`src/rtl/shake_pkg.sv`:
```
// Shared types and constants for the SHAKE absorb/squeeze controller.
package shake_pkg;

    typedef enum logic {
        SHAKE128 = 1'b0,
        SHAKE256 = 1'b1
    } shake_mode_t;

    typedef enum logic [2:0] {
        IDLE,
        PERMUTE,
        SQUEEZE_LOAD,
        SQUEEZE,
        DONE
    } fsm_state_t;

    localparam int ROUNDS        = 24;
    localparam int RATE128_WORDS = 21;
    localparam int RATE256_WORDS = 17;

endpackage

```
`src/rtl/absorb_squeeze_fsm_if.sv`:
```
// Handshake bundle between the load stage, the Keccak state datapath, the PISO and the controller.
interface absorb_squeeze_fsm_if
    import shake_pkg::*;
#(
    parameter int OUT_LEN_W = 32
);
    logic                 input_buffer_ready;
    logic                 last_block_in_buffer;
    shake_mode_t          mode;
    logic [OUT_LEN_W-1:0] output_length;
    logic                 ready_in;
    logic                 buffer_consume;
    logic                 absorb_enable;
    logic                 round_enable;
    logic [4:0]           round_index;
    logic                 squeeze_load;
    logic                 out_shift;
    logic                 valid_out;
    logic                 last_output_word;
    logic                 state_clear;
    logic                 busy;

    // Controller side
    modport slave (
        input  input_buffer_ready, last_block_in_buffer, mode, output_length, ready_in,
        output buffer_consume, absorb_enable, round_enable, round_index, squeeze_load,
        output out_shift, valid_out, last_output_word, state_clear, busy
    );

    // Environment side
    modport master (
        output input_buffer_ready, last_block_in_buffer, mode, output_length, ready_in,
        input  buffer_consume, absorb_enable, round_enable, round_index, squeeze_load,
        input  out_shift, valid_out, last_output_word, state_clear, busy
    );
endinterface

```
`src/rtl/absorb_squeeze_fsm_out_len_counter.sv`:
```
// Tracks output words still owed for the current message: ceil(output_length/W),
// loaded when squeezing starts and decremented on every accepted word.
module absorb_squeeze_fsm_out_len_counter #(
    parameter int W         = 64,
    parameter int OUT_LEN_W = 32,
    parameter int CNT_W     = OUT_LEN_W - 5
) (
    input  logic                 clk,
    input  logic                 rst,
    input  logic [OUT_LEN_W-1:0] output_length,
    input  logic                 load,
    input  logic                 dec,
    output logic                 out_words_zero,
    output logic                 rem_one,
    output logic                 rem_zero
);
    localparam int SH = $clog2(W);

    logic [CNT_W-1:0] out_words;
    logic [CNT_W-1:0] remaining_q;

    // Quotient plus one if any partial word remains; CNT_W leaves room for the carry.
    assign out_words      = CNT_W'(output_length >> SH) + CNT_W'(|output_length[SH-1:0]);
    assign out_words_zero = (out_words == '0);
    assign rem_one        = (remaining_q == CNT_W'(1));
    assign rem_zero       = (remaining_q == '0);

    always_ff @(posedge clk or posedge rst) begin
        if (rst) begin
            remaining_q <= '0;
        end else if (load) begin
            remaining_q <= out_words;
        end else if (dec && !rem_zero) begin
            remaining_q <= remaining_q - CNT_W'(1);
        end
    end

endmodule

```
`src/rtl/absorb_squeeze_fsm.sv`:
```
// SHAKE second-stage controller: absorbs buffered rate blocks, runs the round-per-cycle
// permutation and drives squeezing through the output PISO, including extra permutations.
module absorb_squeeze_fsm
    import shake_pkg::*;
#(
    parameter int W             = 64,
    parameter int ROUNDS        = shake_pkg::ROUNDS,
    parameter int OUT_LEN_W     = 32,
    parameter int RATE128_WORDS = shake_pkg::RATE128_WORDS,
    parameter int RATE256_WORDS = shake_pkg::RATE256_WORDS
) (
    input  logic                 clk,
    input  logic                 rst,
    absorb_squeeze_fsm_if.slave  bus
);
    fsm_state_t state_q, state_d;
    logic [4:0] round_cnt_q, round_cnt_d;
    logic [4:0] word_cnt_q, word_cnt_d;
    logic       last_flag_q, last_flag_d;
    logic       squeezing_q, squeezing_d;

    logic [4:0] rate_words;
    logic       last_round;
    logic       rem_load, out_words_zero, rem_one, rem_zero;

    logic       absorb, consume, round_en, load_sq, shift, valid, last_word, clear;
    logic [4:0] round_idx;

    assign rate_words = (bus.mode == SHAKE256) ? 5'(RATE256_WORDS) : 5'(RATE128_WORDS);
    assign last_round = (round_cnt_q == 5'(ROUNDS - 1));

    absorb_squeeze_fsm_out_len_counter #(
        .W         (W),
        .OUT_LEN_W (OUT_LEN_W)
    ) u_out_len (
        .clk            (clk),
        .rst            (rst),
        .output_length  (bus.output_length),
        .load           (rem_load),
        .dec            (shift),
        .out_words_zero (out_words_zero),
        .rem_one        (rem_one),
        .rem_zero       (rem_zero)
    );

    always_comb begin
        state_d     = state_q;
        round_cnt_d = round_cnt_q;
        word_cnt_d  = word_cnt_q;
        last_flag_d = last_flag_q;
        squeezing_d = squeezing_q;
        absorb      = 1'b0;
        consume     = 1'b0;
        round_en    = 1'b0;
        round_idx   = 5'd0;
        load_sq     = 1'b0;
        shift       = 1'b0;
        valid       = 1'b0;
        last_word   = 1'b0;
        clear       = 1'b0;
        rem_load    = 1'b0;
        unique case (state_q)
            IDLE: begin
                // Gated by rst so nothing is consumed while reset is held.
                if (bus.input_buffer_ready && !rst) begin
                    absorb      = 1'b1;
                    consume     = 1'b1;
                    last_flag_d = bus.last_block_in_buffer;
                    round_cnt_d = 5'd0;
                    state_d     = PERMUTE;
                end
            end
            PERMUTE: begin
                round_en    = 1'b1;
                round_idx   = round_cnt_q;
                round_cnt_d = round_cnt_q + 5'd1;
                if (last_round) begin
                    round_cnt_d = 5'd0;
                    if (squeezing_q) begin
                        state_d = SQUEEZE_LOAD;
                    end else if (last_flag_q && out_words_zero) begin
                        state_d = DONE;
                    end else if (last_flag_q) begin
                        rem_load    = 1'b1;
                        squeezing_d = 1'b1;
                        state_d     = SQUEEZE_LOAD;
                    end else begin
                        state_d = IDLE;
                    end
                end
            end
            SQUEEZE_LOAD: begin
                load_sq    = 1'b1;
                word_cnt_d = 5'd0;
                state_d    = SQUEEZE;
            end
            SQUEEZE: begin
                valid     = !rem_zero;
                last_word = rem_one;
                if (rem_zero) begin
                    state_d = DONE;
                end else if (bus.ready_in) begin
                    shift      = 1'b1;
                    word_cnt_d = word_cnt_q + 5'd1;
                    if (rem_one) begin
                        state_d = DONE;
                    end else if (word_cnt_q == rate_words - 5'd1) begin
                        round_cnt_d = 5'd0;
                        state_d     = PERMUTE;
                    end
                end
            end
            DONE: begin
                clear       = 1'b1;
                squeezing_d = 1'b0;
                last_flag_d = 1'b0;
                state_d     = IDLE;
            end
            default: state_d = IDLE;
        endcase
    end

    always_ff @(posedge clk or posedge rst) begin
        if (rst) begin
            state_q     <= IDLE;
            round_cnt_q <= 5'd0;
            word_cnt_q  <= 5'd0;
            last_flag_q <= 1'b0;
            squeezing_q <= 1'b0;
        end else begin
            state_q     <= state_d;
            round_cnt_q <= round_cnt_d;
            word_cnt_q  <= word_cnt_d;
            last_flag_q <= last_flag_d;
            squeezing_q <= squeezing_d;
        end
    end

    assign bus.buffer_consume   = consume;
    assign bus.absorb_enable    = absorb;
    assign bus.round_enable     = round_en;
    assign bus.round_index      = round_idx;
    assign bus.squeeze_load     = load_sq;
    assign bus.out_shift        = shift;
    assign bus.valid_out        = valid;
    assign bus.last_output_word = last_word;
    assign bus.state_clear      = clear;
    assign bus.busy             = (state_q != IDLE);

endmodule

```
`src/flat_wrapper.sv`:
```
// flat-port wrapper written by rule: the top's interface ports become plain ports
module absorb_squeeze_fsm_flat import shake_pkg::*;
#(
    parameter int W             = 64,
    parameter int ROUNDS        = shake_pkg::ROUNDS,
    parameter int OUT_LEN_W     = 32,
    parameter int RATE128_WORDS = shake_pkg::RATE128_WORDS,
    parameter int RATE256_WORDS = shake_pkg::RATE256_WORDS
)
  (clk, rst, bus_input_buffer_ready, bus_last_block_in_buffer, bus_mode, bus_output_length, bus_ready_in, bus_buffer_consume, bus_absorb_enable, bus_round_enable, bus_round_index, bus_squeeze_load, bus_out_shift, bus_valid_out, bus_last_output_word, bus_state_clear, bus_busy);
  absorb_squeeze_fsm_if #(.OUT_LEN_W(OUT_LEN_W)) bus_i ();
  input  logic clk;
  input  logic rst;
  input wire logic [$bits(bus_i.input_buffer_ready)-1:0] bus_input_buffer_ready;
  input wire logic [$bits(bus_i.last_block_in_buffer)-1:0] bus_last_block_in_buffer;
  input wire logic [$bits(bus_i.mode)-1:0] bus_mode;
  input wire logic [$bits(bus_i.output_length)-1:0] bus_output_length;
  input wire logic [$bits(bus_i.ready_in)-1:0] bus_ready_in;
  output wire logic [$bits(bus_i.buffer_consume)-1:0] bus_buffer_consume;
  output wire logic [$bits(bus_i.absorb_enable)-1:0] bus_absorb_enable;
  output wire logic [$bits(bus_i.round_enable)-1:0] bus_round_enable;
  output wire logic [$bits(bus_i.round_index)-1:0] bus_round_index;
  output wire logic [$bits(bus_i.squeeze_load)-1:0] bus_squeeze_load;
  output wire logic [$bits(bus_i.out_shift)-1:0] bus_out_shift;
  output wire logic [$bits(bus_i.valid_out)-1:0] bus_valid_out;
  output wire logic [$bits(bus_i.last_output_word)-1:0] bus_last_output_word;
  output wire logic [$bits(bus_i.state_clear)-1:0] bus_state_clear;
  output wire logic [$bits(bus_i.busy)-1:0] bus_busy;
  assign bus_i.input_buffer_ready = bus_input_buffer_ready;
  assign bus_i.last_block_in_buffer = bus_last_block_in_buffer;
  assign bus_i.mode = bus_mode;
  assign bus_i.output_length = bus_output_length;
  assign bus_i.ready_in = bus_ready_in;
  assign bus_buffer_consume = bus_i.buffer_consume;
  assign bus_absorb_enable = bus_i.absorb_enable;
  assign bus_round_enable = bus_i.round_enable;
  assign bus_round_index = bus_i.round_index;
  assign bus_squeeze_load = bus_i.squeeze_load;
  assign bus_out_shift = bus_i.out_shift;
  assign bus_valid_out = bus_i.valid_out;
  assign bus_last_output_word = bus_i.last_output_word;
  assign bus_state_clear = bus_i.state_clear;
  assign bus_busy = bus_i.busy;
  absorb_squeeze_fsm #(.W(W), .ROUNDS(ROUNDS), .OUT_LEN_W(OUT_LEN_W), .RATE128_WORDS(RATE128_WORDS), .RATE256_WORDS(RATE256_WORDS)) u_core (.clk(clk), .rst(rst), .bus(bus_i));
endmodule
```
`config.mk`:
```
export PLATFORM = sky130hd
export DESIGN_NAME = absorb_squeeze_fsm_flat
export DESIGN_NICKNAME = d
export VERILOG_FILES = /design/src/rtl/shake_pkg.sv /design/src/rtl/absorb_squeeze_fsm_if.sv /design/src/rtl/absorb_squeeze_fsm_out_len_counter.sv /design/src/rtl/absorb_squeeze_fsm.sv /design/src/flat_wrapper.sv
export SDC_FILE = /design/constraint.sdc
export NUM_CORES = 1
export LEC_CHECK = 0
export CELL_PAD_IN_SITES_DETAIL_PLACEMENT = 2
export CELL_PAD_IN_SITES_GLOBAL_PLACEMENT = 2
export CORE_ASPECT_RATIO = 0.5
export CORE_MARGIN = 10
export CORE_UTILIZATION = 35
export DETAILED_ROUTE_END_ITERATION = 7
export GPL_TIMING_DRIVEN = 0
export HOLD_SLACK_MARGIN = 0.1
export PLACE_DENSITY_LB_ADDON = 0.1
export SYNTH_ARGS = -nofsm -noshare
export SYNTH_HDL_FRONTEND = slang
export SYNTH_SLANG_ARGS = --single-unit
```
`constraint.sdc`:
```
create_clock -name clk -period 6.9 [get_ports clk]
set_input_delay 1.725 -clock clk [delete_from_list [all_inputs] [get_ports clk]]
set_output_delay 1.725 -clock clk [all_outputs]
set_load 0.01 [all_outputs]
```
== Word level (Yosys, flattened, before mapping) ==
Index checks and enable logic that the tools add are counted.

* Register bits: 42
* Input port bits: 38
* Output and inout port bits: 14
* Word-level logic and storage cells: 90

* Add/subtract/negate cells: 5
* Equality and inequality tests: 15
* Mux-type cells: 44
* Reductions and logical operators: 20

{| class="wikitable"
|+ Operators by type and width
! operator !! number
|-
| 27-bit logical NOT || 2
|-
| 27-bit 2-to-1 mux || 2
|-
| 5-bit 2-to-1 mux || 9
|-
| 26-bit by 1-bit adder with 27-bit output || 1
|-
| 27-bit by 1-bit == test with 1-bit output, second input constant || 1
|-
| 3-bit 2-to-1 mux || 9
|-
| 27-bit by 1-bit subtractor with 27-bit output, second input constant || 1
|-
| 1-bit 2-to-1 mux || 18
|-
| 5-bit one-hot mux with 3 select lines || 1
|-
| 3-bit one-hot mux with 4 select lines || 1
|-
| 5-bit by 1-bit adder with 5-bit output, second input constant || 2
|-
| 5-bit one-hot mux with 2 select lines || 1
|-
| 2-bit nonzero test || 4
|-
| 3-bit by 2-bit == test with 1-bit output, second input constant || 2
|-
| 2-bit by 1-bit inequality test with 1-bit output, second input constant || 3
|-
| 2-bit inequality test, second input constant || 3
|-
| 6-bit AND reduction || 1
|-
| 3-bit nonzero test || 2
|-
| 6-bit OR reduction || 1
|-
| 5-bit == test || 1
|-
| 5-bit == test, second input constant || 1
|-
| 5-bit by 1-bit subtractor with 5-bit output, second input constant || 1
|-
| 4-bit by 1-bit inequality test with 1-bit output, second input constant || 1
|-
| 1-bit one-hot mux with 2 select lines || 2
|-
| other kinds (10) || 14
|}

== Depth between registers and ports, before layout ==
* Word-level depth: 9
* Mapped depth: 13
* Depth with buffers taken out: 11

== Modules after synthesis ==
A second synthesis with hierarchy kept.

* Cell total of the unflattened synthesis: 386
* Area total of the unflattened synthesis: 3389.5 sq um

{| class="wikitable"
|+ Modules (own cells, without submodules)
! module !! times used !! cells an instance !! area each (sq um)
|-
| absorb_squeeze_fsm_out_len_counter || 1 || 284 || 2398.6
|-
| absorb_squeeze_fsm || 1 || 102 || 991.0
|}

== Worst setup path after synthesis ==
OpenSTA, ideal clock, no wires.

* Path type: input-to-reg
* Start point: input port bus_output_length[3]
* End point: register u_core.u_out_len.remaining_q[24]
* Setup time: 0.079 ns
* Arrival: 4.088 ns
* Data required time: 6.821 ns
* Slack: 2.732 ns
* Stages on the path: 13
* Cells stage by stage: nor4_1 -> nand2_1 -> ha_1 -> ha_1 -> nand4_1 -> nor3_1 -> or3_1 -> a221oi_1 -> and4_1 -> buf_4 -> nand2b_2 -> buf_6 -> mux2i_1

* Longest elaborated chain between the ends: 9

{| class="wikitable"
|+ Ends and longest elaborated chain
! item !! RTL line !! source
|-
| from (decl) || flat_wrapper.sv:17 || <nowiki>input wire logic [$bits(bus_i.output_length)-1:0] bus_output_length;</nowiki>
|-
| 6-bit OR reduction (*) || absorb_squeeze_fsm_out_len_counter.sv:23 || <nowiki>assign out_words = CNT_W'(output_length >> SH) + CNT_W'(|output_length[SH-1:0]);</nowiki>
|-
| 26-bit by 1-bit adder with 27-bit output (*) || absorb_squeeze_fsm_out_len_counter.sv:23 ||
|-
| 27-bit logical NOT || absorb_squeeze_fsm_out_len_counter.sv:24 || <nowiki>assign out_words_zero = (out_words == '0);</nowiki>
|-
| 1-bit logical AND || absorb_squeeze_fsm.sv:81 || <nowiki>end else if (last_flag_q && out_words_zero) begin</nowiki>
|-
| 1-bit 2-to-1 mux || absorb_squeeze_fsm.sv:81 ||
|-
| 1-bit 2-to-1 mux || absorb_squeeze_fsm.sv:79 || <nowiki>if (squeezing_q) begin</nowiki>
|-
| 1-bit 2-to-1 mux || absorb_squeeze_fsm.sv:77 || <nowiki>if (last_round) begin</nowiki>
|-
| 1-bit 2-to-1 mux || absorb_squeeze_fsm.sv:62 || <nowiki>unique case (state_q)</nowiki>
|-
| 27-bit 2-to-1 mux / 2-bit nonzero test (equally long branches) || - ||
|-
| to (signal assigned) || absorb_squeeze_fsm_out_len_counter.sv:32 || <nowiki>remaining_q <= out_words;</nowiki>
|-
| to (signal assigned) || absorb_squeeze_fsm_out_len_counter.sv:34 || <nowiki>remaining_q <= remaining_q - CNT_W'(1);</nowiki>
|-
| to (decl) || absorb_squeeze_fsm_out_len_counter.sv:20 || <nowiki>logic [CNT_W-1:0] remaining_q;</nowiki>
|}

Mark *: on every way between the ends. The rest lies on a longest branch, timed or not.
A chain may end at the register's enable or synchronous reset.

== Worst setup path in the final report ==
* Start point: input port bus_ready_in
* End point: output port bus_out_shift

* Longest elaborated chain between the ends: 3

{| class="wikitable"
|+ Ends and longest elaborated chain
! item !! RTL line !! source
|-
| from (decl) || flat_wrapper.sv:18 || <nowiki>input wire logic [$bits(bus_i.ready_in)-1:0] bus_ready_in;</nowiki>
|-
| 1-bit 2-to-1 mux || absorb_squeeze_fsm.sv:102 || <nowiki>end else if (bus.ready_in) begin</nowiki>
|-
| 1-bit 2-to-1 mux || absorb_squeeze_fsm.sv:100 || <nowiki>if (rem_zero) begin</nowiki>
|-
| 1-bit 2-to-1 mux || absorb_squeeze_fsm.sv:62 ||
|-
| to (decl) || flat_wrapper.sv:24 || <nowiki>output wire logic [$bits(bus_i.out_shift)-1:0] bus_out_shift;</nowiki>
|}

Every way passes these cells.

==> flow_metrics.env <==
export IMPL_outcome="complete, no violations"
export IMPL_ys_seq_elements=42
export IMPL_critPathArrivalTime_ns=3.47
export IMPL_p_per_area_nw_per_um2=318
export IMPL_syn_instance_count=409
export IMPL_antenna_cells=0
export IMPL_fin_worst_skew_ns=0.0114
export IMPL_tritoncts_num_buffers=5
export IMPL_hold_violations=0
export IMPL_syn_area_um2=3350
export IMPL_dieArea_um2=14100
export IMPL_drt_vias_per_instance=5.75
export IMPL_setup_viol=0
export IMPL_cts_max_path_buffers=2
export IMPL_met2_usage_pct=30.2
export IMPL_sw_pwr_uw=520
export IMPL_gr_usage_met1_pct=23.3
export IMPL_critical_path_startpoint_type="input port"
export IMPL_synth_flop_cell="dfrtp_1"
export IMPL_synth_area_leader_cell="dfrtp_1"
export IMPL_routability_driven_placement_congestion_ratio=0.797
export IMPL_clock_tree_htree_level_count=2
export IMPL_ys_top_cells_by_area="dfrtp_1 31%, xnor2_1 7.0%, xor2_1 5.7%, nor3_1 4.6%, nand3_1 3.9%"
export IMPL_crit_required_ns=5.18
export IMPL_internal_power_uw=797
export IMPL_max_cap_viol_count=0
export IMPL_synthMostInstantiatedCell="dfrtp_1"
export IMPL_antenna_violating_nets_post_route=0
export IMPL_layout_drive_gt1_share_pct=6.30
export IMPL_timing_setup_tns_ns=0
export IMPL_pin_count_of_the_biggest_net_entering_global_routing=43
export IMPL_yosysTopAreaCellShare_pct=31.3
export IMPL_synth_area_per_cell_um2=8.20
export IMPL_detail_route_first_pass_iterations=4
export IMPL_cp_max_fo=10
export IMPL_power_switching_share_pct=39.5
export IMPL_yosys_warnings=0
export IMPL_wl_final_um=12100
export IMPL_final_nets=504
export IMPL_synth_commonest_cells="42 x dfrtp_1, 31 x nor3_1, 29 x nand2_1, 29 x nor2_1, 27 x xnor2_1"
export IMPL_grt_overflow_total=0
export IMPL_vdd_ir_drop_worst_uv=98.6
export IMPL_postCtsSetupBuffers=0
export IMPL_cts_resized=0
export IMPL_max_slew_margin_pct=49.8
export IMPL_slew_violations=0
export IMPL_endpoint_kind="output port"
export IMPL_tritoncts="built"
export IMPL_pwr_share_comb_pct=40.5
export IMPL_via_count=3343
export IMPL_area_growth_syn_to_fin_pct=23.6
export IMPL_sequentialPowerShare_pct=35.4
export IMPL_total_area_of_sequential_cells_um2=1050
export IMPL_cts_reportedPaths_clkPinSlew_ns=0.06
export IMPL_netlist_cell_type_count=61
export IMPL_number_of_global_route_vias_before_repair=3674
export IMPL_ys_seq_area_share_pct=31.3
export IMPL_floorplan_initialDensity_pct=35.7
export IMPL_grt_antenna_before_repair=0
export IMPL_worstSetupPathType="in -> out"
export IMPL_design_core_area_um2=9380
export IMPL_shortest_clock_period_the_worst_path_allows_after_layout_ns=5.19
export IMPL_cellLeakagePower_uw=0.00153
export IMPL_die_h_um=89.2
export IMPL_min_path_type="reg -> reg"
export IMPL_grt_setup_unrepaired="no"
export IMPL_drt_iter0_markers=102
export IMPL_dp_hpwl_um=9450
export IMPL_synth_async_reset_ratio_pct=100
export IMPL_io_pins=52
export IMPL_power_frac_clock_pct=24.1
export IMPL_final_fill_count=1074
export IMPL_number_of_enable_type_register_cells_in_the_synthesized_netlist=0
export IMPL_port_buffer_count=42
export IMPL_worst_slew_pin_transition_ns=0.748
export IMPL_holdBufCountCts=0
export IMPL_grt_first_pass_wirelength_um=20100
export IMPL_die_width_um=158
export IMPL_final_design_area_no_fill_um2=4150
export IMPL_clock_sinks=42
export IMPL_grt_busiest_layer="met2"
export IMPL_detail_route_drc_violations=0
export IMPL_met3_track_usage_gr_pct=2.93
export IMPL_place_area_um2=3950
export IMPL_clock_fmax_mhz=193
export IMPL_clock_insertion_delay_worst_skew_ns=0.29
export IMPL_cts_root_buf="clkbuf_16"
export IMPL_multiInputGateArea_um2=2130
export IMPL_postSynthNetCount=454
export IMPL_global_route_usage_total_pct=17.7
export IMPL_layout_worst_path_cycle_share_pct=75.3
export IMPL_placement_rows=25
export IMPL_drt_wirelength_per_cell_um=20.8
-- per-stage QoR --
| stage | utilization [%] | hold slack [ns] | total power [uW] | setup slack, ns | instances |
|---|---|---|---|---|---|
| after detailed placement | 42.1 | 0.496 | 995 | 1.51 | 573 |
| after global placement | 41.8 | 0.479 | 940 | 1.69 | 572 |
| final | 44.2 | 0.515 | 1320 | 1.71 | 581 |
| after global routing | 44.2 | 0.540 | 1420 | 1.42 | 581 |
| after CTS | 44.2 | 0.519 | 1330 | 1.69 | 581 |
| after floorplan | - | 0.450 | 785 | 2.73 | 409 |
-- cells in the final DEF (no fill, tap or decap), types with 3 or more instances in the layout --
cell type and count:
clkbuf_16 5, nor4_1 13, nand2b_1 4, xor2_1 22, clkbuf_1 12, buf_2 3, nor2b_1 3, nand2_1 29
o31ai_1 4, inv_1 15, nor2_1 29, a21o_1 3, buf_4 4, clkdlybuf4s50_1 42, o21ai_0 20, nor3_1 31
a211o_1 3, nand3_1 26, nand4_1 14, a21oi_1 17, and2_1 6, ha_1 7, o22ai_1 5, a31o_1 6
dfrtp_1 42, and3_1 3, or4_1 3, mux2i_1 4, or3_1 10, xnor2_1 27
-- power by group through the flow --
stage / registers, uW / clock network, uW / logic, uW
finish: 466 / 318 / 533
global route: 485 / 334 / 599
CTS: 465 / 323 / 538
detailed placement: 467 / 0 / 528
global placement: 452 / 0 / 489
floorplan: 433 / 0 / 352
-- layer usage --
| metal | wire length, um | vias to the layer above |
|---|---|---|
| met2 | 5600 | 70 |
| met5 | 0 | - |
| li1 | - | 1598 |
| met1 | 5810 | 1668 |
| met4 | 92 | 0 |
| met3 | 595 | 7 |
-- flip-flops by register name, indices dropped and copies added, names as in the netlist --
name	flops
u_core.last_flag_q	1
u_core.round_cnt_q	5
u_core.squeezing_q	1
u_core.state_q	3
u_core.u_out_len.remaining_q	27
u_core.word_cnt_q	5
-- layout make-up --
type,instances,area share (%)
Clock inverter,2,1.45
Inverter,17,1.54
Clock buffer,6,3.35
Sequential cell,42,25.4
Timing Repair Buffer,43,10.6
Tap cell,121,3.65
Buffer,21,2.72
Multi-Input combinational cell,329,51.3
-- cells by family after synthesis --
| logic type | synth area share (%) |
|---|---|
| buffers and inverters | 5.26 |
| AND/OR/NAND/NOR | 29.9 |
| adder cells (fa/ha/maj) | 2.61 |
| XOR/XNOR | 12.8 |
| multiplexers | 1.19 |
| AO/OA/AOI/OAI | 16.9 |
| flip-flops | 31.3 |
-- critical path, stage by stage --
cell and delay (ns):
clkdlybuf4s50_1 0.64, o311ai_2 0.29, inv_2 0.24, clkdlybuf4s50_1 0.57
-- final timing paths --
kind / start / to / slack (ns) / cells past startpoint
min in group asynchronous: rst / u_core.u_out_len.remaining_q[0] / 1.85 / 3
hold / removal: u_core.round_cnt_q[4] / u_core.round_cnt_q[4] / 0.52 / 1
setup reg to reg: u_core.u_out_len.remaining_q[4] / u_core.u_out_len.remaining_q[0] / 3.54 / 6
max in group asynchronous: rst / u_core.u_out_len.remaining_q[24] / 4.84 / 3
setup / recovery: bus_ready_in / bus_out_shift / 1.71 / 4
hold reg to reg: u_core.round_cnt_q[4] / u_core.round_cnt_q[4] / 0.52 / 1
Note: power is estimated with default switching activity, not from simulation.
